$ cat src/rtl/countdown_timer.sv
`default_nettype none
// ============================================================================
//  Module   : countdown_timer
//  Purpose  : 4-digit BCD countdown timer, 1/100 s resolution (00.00-99.99).
//             Loaded from a 16-bit BCD preset, started/paused by a pulse,
//             counts down to 00.00, then stops in DONE and raises the alarm.
//  Ports    : clk        - system clock, rising edge
//             reset      - synchronous active-high reset
//             load       - 1-cycle pulse: load preset (digits > 9 saturate)
//             start_stop - 1-cycle pulse: toggle run/pause
//             preset     - BCD preset {d3,d2,d1,d0}, d0 = 1/100 s
//             dout0..3   - current BCD digits, dout0 least significant
//             running    - high while counting
//             done       - sticky, high after reaching 00.00
//             alarm      - alarm LED drive
//  Options  : COUNTDOWN_ALARM_BLINK_EN - when defined, alarm blinks in DONE
//             with a half-period of ALARM_TICKS ticks; otherwise alarm = done.
//  Revision : 1.0 - initial release
// ============================================================================
module countdown_timer #(
   parameter int CLK_HZ      = 50000000,
   parameter int TICK_HZ     = 100,
   parameter int ALARM_TICKS = 50
) (
   input  logic        clk,
   input  logic        reset,
   input  logic        load,
   input  logic        start_stop,
   input  logic [15:0] preset,
   output logic [3:0]  dout0,
   output logic [3:0]  dout1,
   output logic [3:0]  dout2,
   output logic [3:0]  dout3,
   output logic        running,
   output logic        done,
   output logic        alarm
);

   localparam int            C_DIV       = CLK_HZ / TICK_HZ;
   localparam int            C_PW        = $clog2(C_DIV);
   localparam logic [C_PW-1:0] C_PRESC_MAX = C_PW'(C_DIV - 1);

   typedef enum logic [1:0] {
      S_IDLE = 2'd0,
      S_RUN  = 2'd1,
      S_DONE = 2'd2
   } state_t;

   state_t            r_state;
   state_t            w_state_nxt;
   logic [3:0][3:0]   r_digits;
   logic [3:0][3:0]   w_digits_nxt;
   logic [3:0][3:0]   w_dec;
   logic [3:0][3:0]   w_preset_sat;
   logic              w_borrow;
   logic [C_PW-1:0]   r_presc;
   logic              w_presc_en;
   logic              w_presc_clr;
   logic              w_tick;

   // ---------------------------------------------------------------- prescaler
`ifdef COUNTDOWN_ALARM_BLINK_EN
   // The prescaler keeps running in DONE to pace the alarm blink.
   assign w_presc_en = (r_state == S_RUN) || (r_state == S_DONE);
`else
   assign w_presc_en = (r_state == S_RUN);
`endif

   assign w_tick      = w_presc_en && (r_presc == C_PRESC_MAX);
   // Clearing on every state change makes the first decrement after a resume
   // land exactly DIV clocks later.
   assign w_presc_clr = load || (w_state_nxt != r_state);

   always_ff @(posedge clk) begin
      if (reset || w_presc_clr) begin
         r_presc <= '0;
      end else if (w_presc_en) begin
         r_presc <= w_tick ? '0 : r_presc + 1'b1;
      end
   end

   // --------------------------------------------------------- BCD helpers
   always_comb begin
      for (int i = 0; i < 4; i++) begin
         w_preset_sat[i] = (preset[4*i +: 4] > 4'd9) ? 4'd9 : preset[4*i +: 4];
      end
   end

   // Ripple-borrow BCD decrement; only used while digits are non-zero.
   always_comb begin
      w_dec    = r_digits;
      w_borrow = 1'b1;
      for (int i = 0; i < 4; i++) begin
         if (w_borrow) begin
            if (r_digits[i] == 4'd0) begin
               w_dec[i] = 4'd9;
            end else begin
               w_dec[i] = r_digits[i] - 4'd1;
               w_borrow = 1'b0;
            end
         end
      end
   end

   // ------------------------------------------------------------------ FSM
   always_ff @(posedge clk) begin
      if (reset) begin
         r_state  <= S_IDLE;
         r_digits <= '0;
      end else begin
         r_state  <= w_state_nxt;
         r_digits <= w_digits_nxt;
      end
   end

   // Priority: load > start_stop > tick.
   always_comb begin
      w_state_nxt  = r_state;
      w_digits_nxt = r_digits;
      if (load) begin
         w_state_nxt  = S_IDLE;
         w_digits_nxt = w_preset_sat;
      end else begin
         case (r_state)
            S_IDLE: begin
               if (start_stop && (r_digits != '0)) begin
                  w_state_nxt = S_RUN;
               end
            end
            S_RUN: begin
               if (start_stop) begin
                  w_state_nxt = S_IDLE;
               end else if (w_tick) begin
                  w_digits_nxt = w_dec;
                  if (w_dec == '0) begin
                     w_state_nxt = S_DONE;
                  end
               end
            end
            S_DONE: begin
               w_state_nxt = S_DONE;
            end
            default: begin
               w_state_nxt = S_IDLE;
            end
         endcase
      end
   end

   // ---------------------------------------------------------------- alarm
`ifdef COUNTDOWN_ALARM_BLINK_EN
   localparam int C_AW = (ALARM_TICKS > 1) ? $clog2(ALARM_TICKS) : 1;
   localparam logic [C_AW-1:0] C_ALARM_MAX = C_AW'(ALARM_TICKS - 1);

   logic [C_AW-1:0] r_blink_cnt;
   logic            r_alarm;

   always_ff @(posedge clk) begin
      if (reset || load) begin
         r_blink_cnt <= '0;
         r_alarm     <= 1'b0;
      end else if ((w_state_nxt == S_DONE) && (r_state != S_DONE)) begin
         // Blink starts high on entry to DONE.
         r_blink_cnt <= '0;
         r_alarm     <= 1'b1;
      end else if ((r_state == S_DONE) && w_tick) begin
         if (r_blink_cnt == C_ALARM_MAX) begin
            r_blink_cnt <= '0;
            r_alarm     <= ~r_alarm;
         end else begin
            r_blink_cnt <= r_blink_cnt + 1'b1;
         end
      end
   end

   assign alarm = r_alarm;
`else
   assign alarm = (r_state == S_DONE);
`endif

   // -------------------------------------------------------------- outputs
   assign dout0   = r_digits[0];
   assign dout1   = r_digits[1];
   assign dout2   = r_digits[2];
   assign dout3   = r_digits[3];
   assign running = (r_state == S_RUN);
   assign done    = (r_state == S_DONE);

endmodule
`default_nettype wire

$ cat config.mk
export PLATFORM = sky130hd
export DESIGN_NAME = countdown_timer
export DESIGN_NICKNAME = d
export VERILOG_FILES = /design/src/rtl/countdown_timer.sv
export SDC_FILE = /design/constraint.sdc
export NUM_CORES = 1
export LEC_CHECK = 0
export ABC_CLOCK_PERIOD_IN_PS = 2220
export BUFFER_PORTS_ARGS = -buffer_cell sky130_fd_sc_hd__buf_2
export CORE_MARGIN = 2
export CORE_UTILIZATION = 30
export DETAILED_ROUTE_END_ITERATION = 10
export HOLD_SLACK_MARGIN = 0.12
export PLACE_DENSITY_LB_ADDON = 0.2
export REMOVE_ABC_BUFFERS = 1
export SYNTH_ARGS = -nofsm -noshare
export SYNTH_HDL_FRONTEND = slang
export SYNTH_SLANG_ARGS = --single-unit
$ cat constraint.sdc
create_clock -name clk -period 2.22 [get_ports clk]
set_input_delay 0.444 -clock clk [delete_from_list [all_inputs] [get_ports clk]]
set_output_delay 0.444 -clock clk [all_outputs]
set_load 0.05 [all_outputs]
; ---- Word level (Yosys, flattened, before mapping)
; Cells that the tools add are included.
[totals]
word_cells = 61
regBits = 37
out_inout_bits = 19
[classes]
mux = 27
n_eq_ne = 5
n_lt_le_gt_ge = 4
reduce_logical = 14
add_sub_neg = 5
[op_table]
columns = operator, n
row1 = two-way mux 16 bit, 4
row2 = two-way mux 4 bit, 11
row3 = "adder 19 x 1 -> 19 bit, second input constant", 1
row4 = "equality test 19 bit, second input constant", 1
row5 = two-way mux 19 bit, 1
row6 = "greater-than comparator 4 bit, second input constant", 4
row7 = zero test 16 bit, 1
row8 = zero test 4 bit, 4
row9 = nonzero test 16 bit, 1
row10 = "subtractor 4 x 1 -> 4 bit, second input constant", 4
row11 = two-way mux 2 bit, 5
row12 = one-hot mux 2 bit (3 select lines), 1
row13 = two-way mux 1 bit, 5
row14 = nonzero test 2 bit, 2
row15 = AND reduction 3 bit, 1
row16 = "equality test 2 x 1 -> 1 bit, second input constant", 1
row17 = "equality test 2 bit, second input constant", 1
row18 = logical AND 1 bit, 2
row19 = zero test 2 bit, 1
row20 = logical OR 1 bit, 2
row21 = != test 2 bit, 1
row22 = "!= test 2 bit, second input constant", 1

; ---- Depth between registers and ports, before layout
; Gate-level depths: netlist (run 1).
[depth]
ltp_word = 14
depth_mapped = 8

; ---- Worst setup path after synthesis (run 1)
; No wires, ideal clock.
[synth_path]
path_type = flip-flop to flip-flop
startpoint = register r_digits (netlist bit dout2[1])
endpoint = register r_presc[10]
setup_time_ns = 0.117
setup_slack_ns = -0.109
path_stages_with_launch = 7
path_buffers = 1
t_arrival_ns = 2.212
period_less_slack_ns = 2.329
path_cell_list = dfxtp_1 > nor4_1 > nand4_1 > or4_1 > a21oi_1 > buf_2 > nor2_1
[synth_via]
elab_chain_len = 13
elab_cells_between_ends = 19
[synth_rtl]
columns = element, line
row1 = "start, declared", 51  ; logic [3:0][3:0] r_digits;
row2 = "start signal, assigned", 112  ; r_digits <= w_digits_nxt;
row3 = "parallel branches: the longest is 8 deep, another holds subtractor 4 x 1 -> 4 bit", -
row4 = one-hot mux 2 bit (3 select lines) *, 124  ; case (r_state)
row5 = two-way mux 2 bit *, 120  ; if (load) begin
row6 = != test 2 bit *, 72  ; assign w_presc_clr = load || (w_state_nxt != r_state);
row7 = logical OR 1 bit *, 72
row8 = logical OR 1 bit *, 75  ; if (reset || w_presc_clr) begin
row9 = "end signal, assigned", 78  ; r_presc <= w_tick ? '0 : r_presc + 1'b1;
row10 = "end, declared", 56  ; logic [C_PW-1:0] r_presc;
; Every way passes the cells marked *.
; A chain may end at the register's enable or synchronous reset.

; ---- Worst setup path after layout (run 1)
[layout_path]
startpoint = register r_presc[0]
endpoint = register r_presc[2]
[layout_via]
elab_chain_len = 9
elab_cells_between_ends = 11
[layout_rtl]
columns = element, line
row1 = equality test 19 bit, 69  ; assign w_tick = w_presc_en && (r_presc == C_PRESC_MAX);
row2 = logical AND 1 bit, 69
row3 = two-way mux 2 bit, 133  ; end else if (w_tick) begin
row4 = two-way mux 2 bit, 131  ; if (start_stop) begin
row5 = one-hot mux 2 bit (3 select lines), 124
row6 = two-way mux 2 bit, 120
row7 = != test 2 bit, 72
row8 = logical OR 1 bit, 72
row9 = logical OR 1 bit, 75
; Parallel ways exist; a longest one is shown, timed or not.

==> results by group, run 1 <==
Routing
  – Iteration-0 DRC Markers: 90
  – 1st-pass router iterations: 4
  – Antenna viol nets, final: 0
  – DR vias/cell: 4.86
  – WL final: 5.60 mm
  – # DRC: 0
  – Vias: 2,091
  – Drt wl/cell: 13.0 um

GRT
  – First-pass GRT wire length: 9.49 mm
  – Number of global-route vias before repair: 2,041
  – Total grt overflow: 0
  – Total track usage: 0.158
  – Initial antenna violation count: 0
  – Largest net degree at the start of global routing: 21

Worst setup path
  – Arr. time, crit path: 2260 ps
  – CP max FO: 12
  – Reg2reg setup slack: 150 ps
  – CP required: 2410 ps
  – CP Class: reg -> reg
  – CP startpoint kind: flip-flop
  – Critical path endpoint category: flip-flop

Timing
  – Worst Tran Pin Value: 704 ps
  – Setup violations, final: 0
  – Max-slew violations: 0
  – Post-route minimum period: 2070 ps
  – Max-slew headroom: 0.530
  – Hold Violations, Final: 0
  – Period utilization: 0.934
  – Final Worst Setup Slack: 147 ps
  – Final Skew: 5.47 ps
  – Unrepaired setup endpoints after global routing: no
  – Fmax: 482 MHz

Clocking
  – TritonCTS clock tree: built
  – Worst-path clk slew: 70 ps
  – Clk Latency, worst-skew pair: 300 ps
  – Sink Count: 37
  – Hold bufs inserted after CTS: 0
  – Htree depth: 2
  – CTS root buffer: clkbuf_8
  – Total CTS buffers: 5
  – Clk buf depth: 2

Synthesis
  – EDFF count, synth: 0
  – Synthesized area: 2110 um^2
  – Sequential fraction of the synthesis area: 0.351
  – Syn Area/Cell: 7.78 um^2
  – Synth area leader: dfxtp_1
  – Synth unique cells: 52
  – Post-synth ARST share: 0
  – Yosys warns: 0
  – Synth top area cells: dfxtp_1 35%, nor2_1 7.3%, xnor2_1 5.4%
  – Syn Inst Count: 271
  – Area share of the leading cell type in the synthesized netlist: 0.351
  – Predominant post-synthesis flop cell: dfxtp_1
  – Synth Register Bits: 37

Hold path
  – Worst Hold Class: in -> reg

Die
  – Chip height: 87.9 um
  – Core Region: 6790 um^2
  – Die area: 7720 um^2
  – Die width: 87.9 um
  – Initial core utilization: 0.310
  – Row count: 30
  – I/O Pins: 39

Finish
  – Utilization after layout: 0.398
  – Finished Cell Area: 2700 um^2
  – Post-Layout Cell Count: 430
  – Final layout net count: 354
  – Area growth syn-to-layout: 28.1%
  – Layout cell share with drive strength beyond 1: 0.246
  – Antenna diodes: 0

Place
  – DP Cell Count: 422
  – Placed cell area: 2570 um^2
  – Post-DP HPWL: 4.36 mm
  – Worst slack, placed: 96.0 ps
  – RD Place Congestion: 0.844
  – IO buf count: 38

Power and ir drop
  – Worst VDD drop: 0.208 mV
  – Tot Pwr: 1.61 mW
  – Pleak: 1.00 nW
  – Power per standard cell area: 597 nW/um^2

Job
  – MaxCap Viol Count: 0

Run status
  – Outcome: finished clean
## kinds of logic after synthesis
group / Yosys count / synth area share
AO/OA/AOI/OAI: 45 / 0.148
XOR/XNOR: 20 / 0.0830
adder cells (fa/ha/maj): 1 / 0.00593
buffers and inverters: 22 / 0.0457
flip-flops: 37 / 0.351
multiplexers: 6 / 0.0285
AND/OR/NAND/NOR: 140 / 0.338
## critical path, stage by stage, from the launching register on
cell	delay [ps]
dfxtp_1	380
ha_1	200
and4b_1	250
nand3_1	100
or4_1	580
a21oi_1	170
buf_4	210
nor2_1	60
## repair_timing
| action | 4_1_cts | 5_1_grt |
|---|---|---|
| setup buffers | 0 | 0 |
| gates resized for setup | 0 | 1 |
| endpoints found under the setup margin | 0 | 13 |
## routing by layer
| metal | share of wire | global-route usage | vias to the layer above |
|---|---|---|---|
| met1 | 0.46 | 0.199 | 955 |
| met2 | 0.49 | 0.271 | 37 |
| li1 | - | - | 1092 |
| met4 | 0.012 | 0.0559 | 0 |
| met3 | 0.033 | 0.0302 | 7 |
| met5 | 0 | 0 | - |
## report_power, final
part	switching, mW	leakage [nW]	internal, mW
Sequential	0.0217	0.301	0.683
Clock	0.256	0.0574	0.365
Combinational	0.183	0.644	0.104
Total	0.460	1.00	1.15
## cell usage in the layout, fill, tap and decap left out, types with 3 or more instances in the layout
master / n
inv_1: 11
buf_4: 28
nand3_1: 15
nand4_1: 3
nand2_1: 23
nor3_1: 20
xnor2_1: 13
xor2_1: 7
mux2i_1: 6
nor2_1: 41
clkbuf_8: 6
o21ai_0: 9
buf_2: 38
a211oi_1: 5
nor2b_1: 5
or2_2: 3
a21oi_1: 9
or3_1: 4
nor4_1: 7
dfxtp_1: 37
## through the flow
step                      TNS, ps  hold WS (ps)
after floorplan             -3320           443
after global placement          0           463
after detailed placement        0           469
after CTS                       0           345
after global routing            0           350
final                           0           359
## registers in the layout (all words and copies together) (netlist names)
register,count
dout0,4
dout2,4
r_state,2
dout1,4
r_presc,19
dout3,4
## area by class of cell
type	instances	area (um^2)
Fill cell	704	4090
Inverter	11	41.3
Sequential cell	37	741
Clock buffer	6	82.6
Clock inverter	2	37.5
Timing Repair Buffer	66	400
Multi-Input combinational cell	212	1280
Tap cell	96	120
## synth_stat cells, types with 2 or more instances
cell,count
a211oi_1,5
a21o_1,2
a21oi_1,9
a32oi_1,2
and4_1,2
and4bb_2,2
clkbuf_1,7
dfxtp_1,37
inv_1,11
mux2i_1,6
nand2_1,23
nand3_1,15
nand3b_1,2
nand4_1,3
nand4b_1,2
nor2_1,41
nor2b_1,5
nor3_1,20
nor3b_1,2
nor4_1,7
o211ai_1,2
o21a_1,2
o21ai_0,9
o22ai_1,2
o41ai_1,2
or2_2,3
or3_1,4
or4_1,2
xnor2_1,13
xor2_1,7
## path summary, 6_finish.rpt
kind / start / end / cells past startpoint
max: r_presc[0] / r_presc[2] / 7
min: preset[5] / dout1[1] / 3
max reg2reg: r_presc[0] / r_presc[2] / 7
min reg2reg: r_presc[1] / r_presc[1] / 2
No activity file was read; power rests on OpenSTA's default activity.
==> run 2, diff against run 1 <==
--- a/config.mk
+++ b/config.mk
@@ -12,7 +12,6 @@
 export DETAILED_ROUTE_END_ITERATION = 10
 export HOLD_SLACK_MARGIN = 0.12
 export PLACE_DENSITY_LB_ADDON = 0.2
-export REMOVE_ABC_BUFFERS = 1
 export SYNTH_ARGS = -nofsm -noshare
 export SYNTH_HDL_FRONTEND = slang
 export SYNTH_SLANG_ARGS = --single-unit
==> results by group, run 2 (same netlist as run 1, synthesis figures left out) <==
Die
  – Die width: 87.9 um (unchanged)
  – I/O Pins: 39 (unchanged)
  – Row count: 30 (unchanged)
  – Core Region: 6790 um^2 (unchanged)
  – Die area: 7720 um^2 (unchanged)
  – Chip height: 87.9 um (unchanged)
  – Initial core utilization: 0.310 (unchanged)

Timing
  – Fmax: 485 MHz (was 482 MHz)
  – Post-route minimum period: 2060 ps (was 2070 ps)
  – Total negative slack: 0 ps (unchanged)
  – Worst Tran Pin Value: 702 ps (was 704 ps)
  – Unrepaired setup endpoints after global routing: no (unchanged)
  – Hold Violations, Final: 0 (unchanged)
  – Final Skew: 6.27 ps (was 5.47 ps)
  – Max-slew headroom: 0.526 (was 0.530)
  – Hold Slack: 364 ps (was 359 ps)
  – Period utilization: 0.928 (was 0.934)
  – Setup violations, final: 0 (unchanged)
  – Max-slew violations: 0 (unchanged)

Power and ir drop
  – Pleak: 0.983 nW (was 1.00 nW)
  – Worst VDD drop: 0.339 mV (was 0.208 mV)
  – Power per standard cell area: 627 nW/um^2 (was 597 nW/um^2)

Finish
  – Most common cell after layout, fill and taps aside: nor2_1 (unchanged)
  – Reg with most FFs: r_presc (unchanged)
  – Area growth syn-to-layout: 27.6% (was 28.1%)
  – Most frequent cells in the layout: 41 x nor2_1, 38 x buf_2, 37 x dfxtp_1 (unchanged)
  – Max FFs per register: 19 (unchanged)
  – Final layout net count: 346 (was 354)
  – Layout cell share with drive strength beyond 1: 0.239 (was 0.246)
  – Antenna diodes: 0 (unchanged)

Clocking
  – Htree depth: 2 (unchanged)
  – Hold bufs inserted after CTS: 0 (unchanged)
  – Total CTS buffers: 5 (unchanged)
  – Sink Count: 37 (unchanged)
  – Clk Latency, worst-skew pair: 300 ps (about the same)
  – Worst-path clk slew: 80 ps (was 70 ps)
  – Clk buf depth: 2 (unchanged)
  – CTS root buffer: clkbuf_8 (unchanged)
  – TritonCTS clock tree: built (unchanged)

Routing
  – Top Metal Used: met4 (unchanged)
  – DR vias/cell: 4.94 (was 4.86)
  – Iteration-0 DRC Markers: 74 (was 90)
  – Antenna viol nets, final: 0 (unchanged)
  – Drt wl/cell: 13.6 um (was 13.0 um)
  – Vias: 2,085 (was 2,091)
  – WL final: 5.73 mm (was 5.60 mm)
  – Met1 Wirelength: 2.78 mm (was 2.58 mm)
  – 1st-pass router iterations: 4 (unchanged)
  – Met2 Wirelength: 2.69 mm (was 2.76 mm)
  – Met3 routed WL: 195 um (was 184 um)
  – # DRC: 0 (unchanged)

GRT
  – Number of global-route vias before repair: 1,980 (was 2,041)
  – First-pass GRT wire length: 9.43 mm (was 9.49 mm)
  – Initial antenna violation count: 0 (unchanged)
  – Total grt overflow: 0 (unchanged)
  – Largest net degree at the start of global routing: 21 (unchanged)
  – Total track usage: 0.158 (about the same)

Worst setup path
  – CP max FO: 7 (was 12)
  – CP startpoint kind: flip-flop (unchanged)
  – Reg2reg setup slack: 160 ps (was 150 ps)
  – R2R cell count: 6 (was 7)
  – Slowest stage delay, CP: 700 ps (was 580 ps)
  – CP required: 2460 ps (was 2410 ps)
  – CP Cell Sequence: nor3_1, buf_4, nand2_1, o41ai_1, o22ai_2, nor2_1 (was ha_1, and4b_1, nand3_1, or4_1, a21oi_1, buf_4, nor2_1)
  – Arr. time, crit path: 2300 ps (was 2260 ps)
  – Crit path max-delay cell type: o41ai_1 (was or4_1)
  – Critical path endpoint category: flip-flop (unchanged)
  – CP Class: reg -> reg (unchanged)

Place
  – IO buf count: 38 (unchanged)
  – Post-DP HPWL: 4.27 mm (was 4.36 mm)
  – RD Place Congestion: 0.815 (was 0.844)

Hold path
  – Hold depth: 3 (unchanged)
  – Worst Hold Class: in -> reg (unchanged)

Job
  – MaxCap Viol Count: 0 (unchanged)

Synthesis
  – Post-Syn Nets: 292

Run status
  – Outcome: finished clean (unchanged)
==> run 2: worst paths after layout <==
check              from           to
max            dout0[2]  r_presc[16]
max reg2reg    dout0[2]  r_presc[16]
min           preset[5]     dout1[1]
min reg2reg  r_presc[1]   r_presc[1]
==> run 2: per-layer routing <==
layer | vias to the layer above | global-route usage
met1 | 964 | 0.203
met4 | 0 | 0.0503
met3 | 8 | 0.0302
met5 | - | 0
li1 | 1073 | -
met2 | 40 | 0.265
==> run 2: what timing repair did <==
action,CTS,global route
endpoints found under the setup margin,0,16
resized for setup,0,9
buffers inserted,0,0
==> run 2: metrics by stage <==
| step | area [um^2] | instances | utilization | power (mW) | setup slack (ps) |
|---|---|---|---|---|---|
| 6_report | 2690 | 422 | 0.396 | 1.69 | 159 |
| 5_1_grt | 2690 | 422 | 0.396 | 1.76 | 5.76 |
| 4_1_cts | 2660 | 421 | 0.391 | 1.70 | 36.7 |
| 3_5_place_dp | 2520 | 413 | 0.371 | 0.995 | 70.3 |
| 3_3_place_gp | 2520 | 413 | 0.371 | 0.995 | 71.0 |
| 2_1_floorplan | 2120 | 271 | - | 0.904 | 38.3 |
==> run 2: layout make-up <==
| class | count | area [um^2] |
|---|---|---|
| clock buffers | 5 | 68.8 |
| clock inverters | 3 | 65.1 |
| fillers | 727 | 4100 |
| inverters | 11 | 41.3 |
| multi-input cells | 212 | 1320 |
| flip-flops and latches | 37 | 741 |
| well taps | 96 | 120 |
| repair buffers | 58 | 340 |
==> run 2: where the power goes <==
group | leakage [nW] | switching (mW) | total [mW] | internal [mW]
Sequential | 0.301 | 0.0266 | 0.709 | 0.683
Clock | 0.0681 | 0.259 | 0.705 | 0.447
Combinational | 0.614 | 0.175 | 0.273 | 0.0977
Total | 0.983 | 0.461 | 1.69 | 1.23
==> run 2: critical path: cells and delay by family, from the launching register on <==
kind / cells / cell delay (ps)
buf+inv: 1 / 160
compound gates: 2 / 1030
flops: 1 / 370
simple gates: 3 / 450
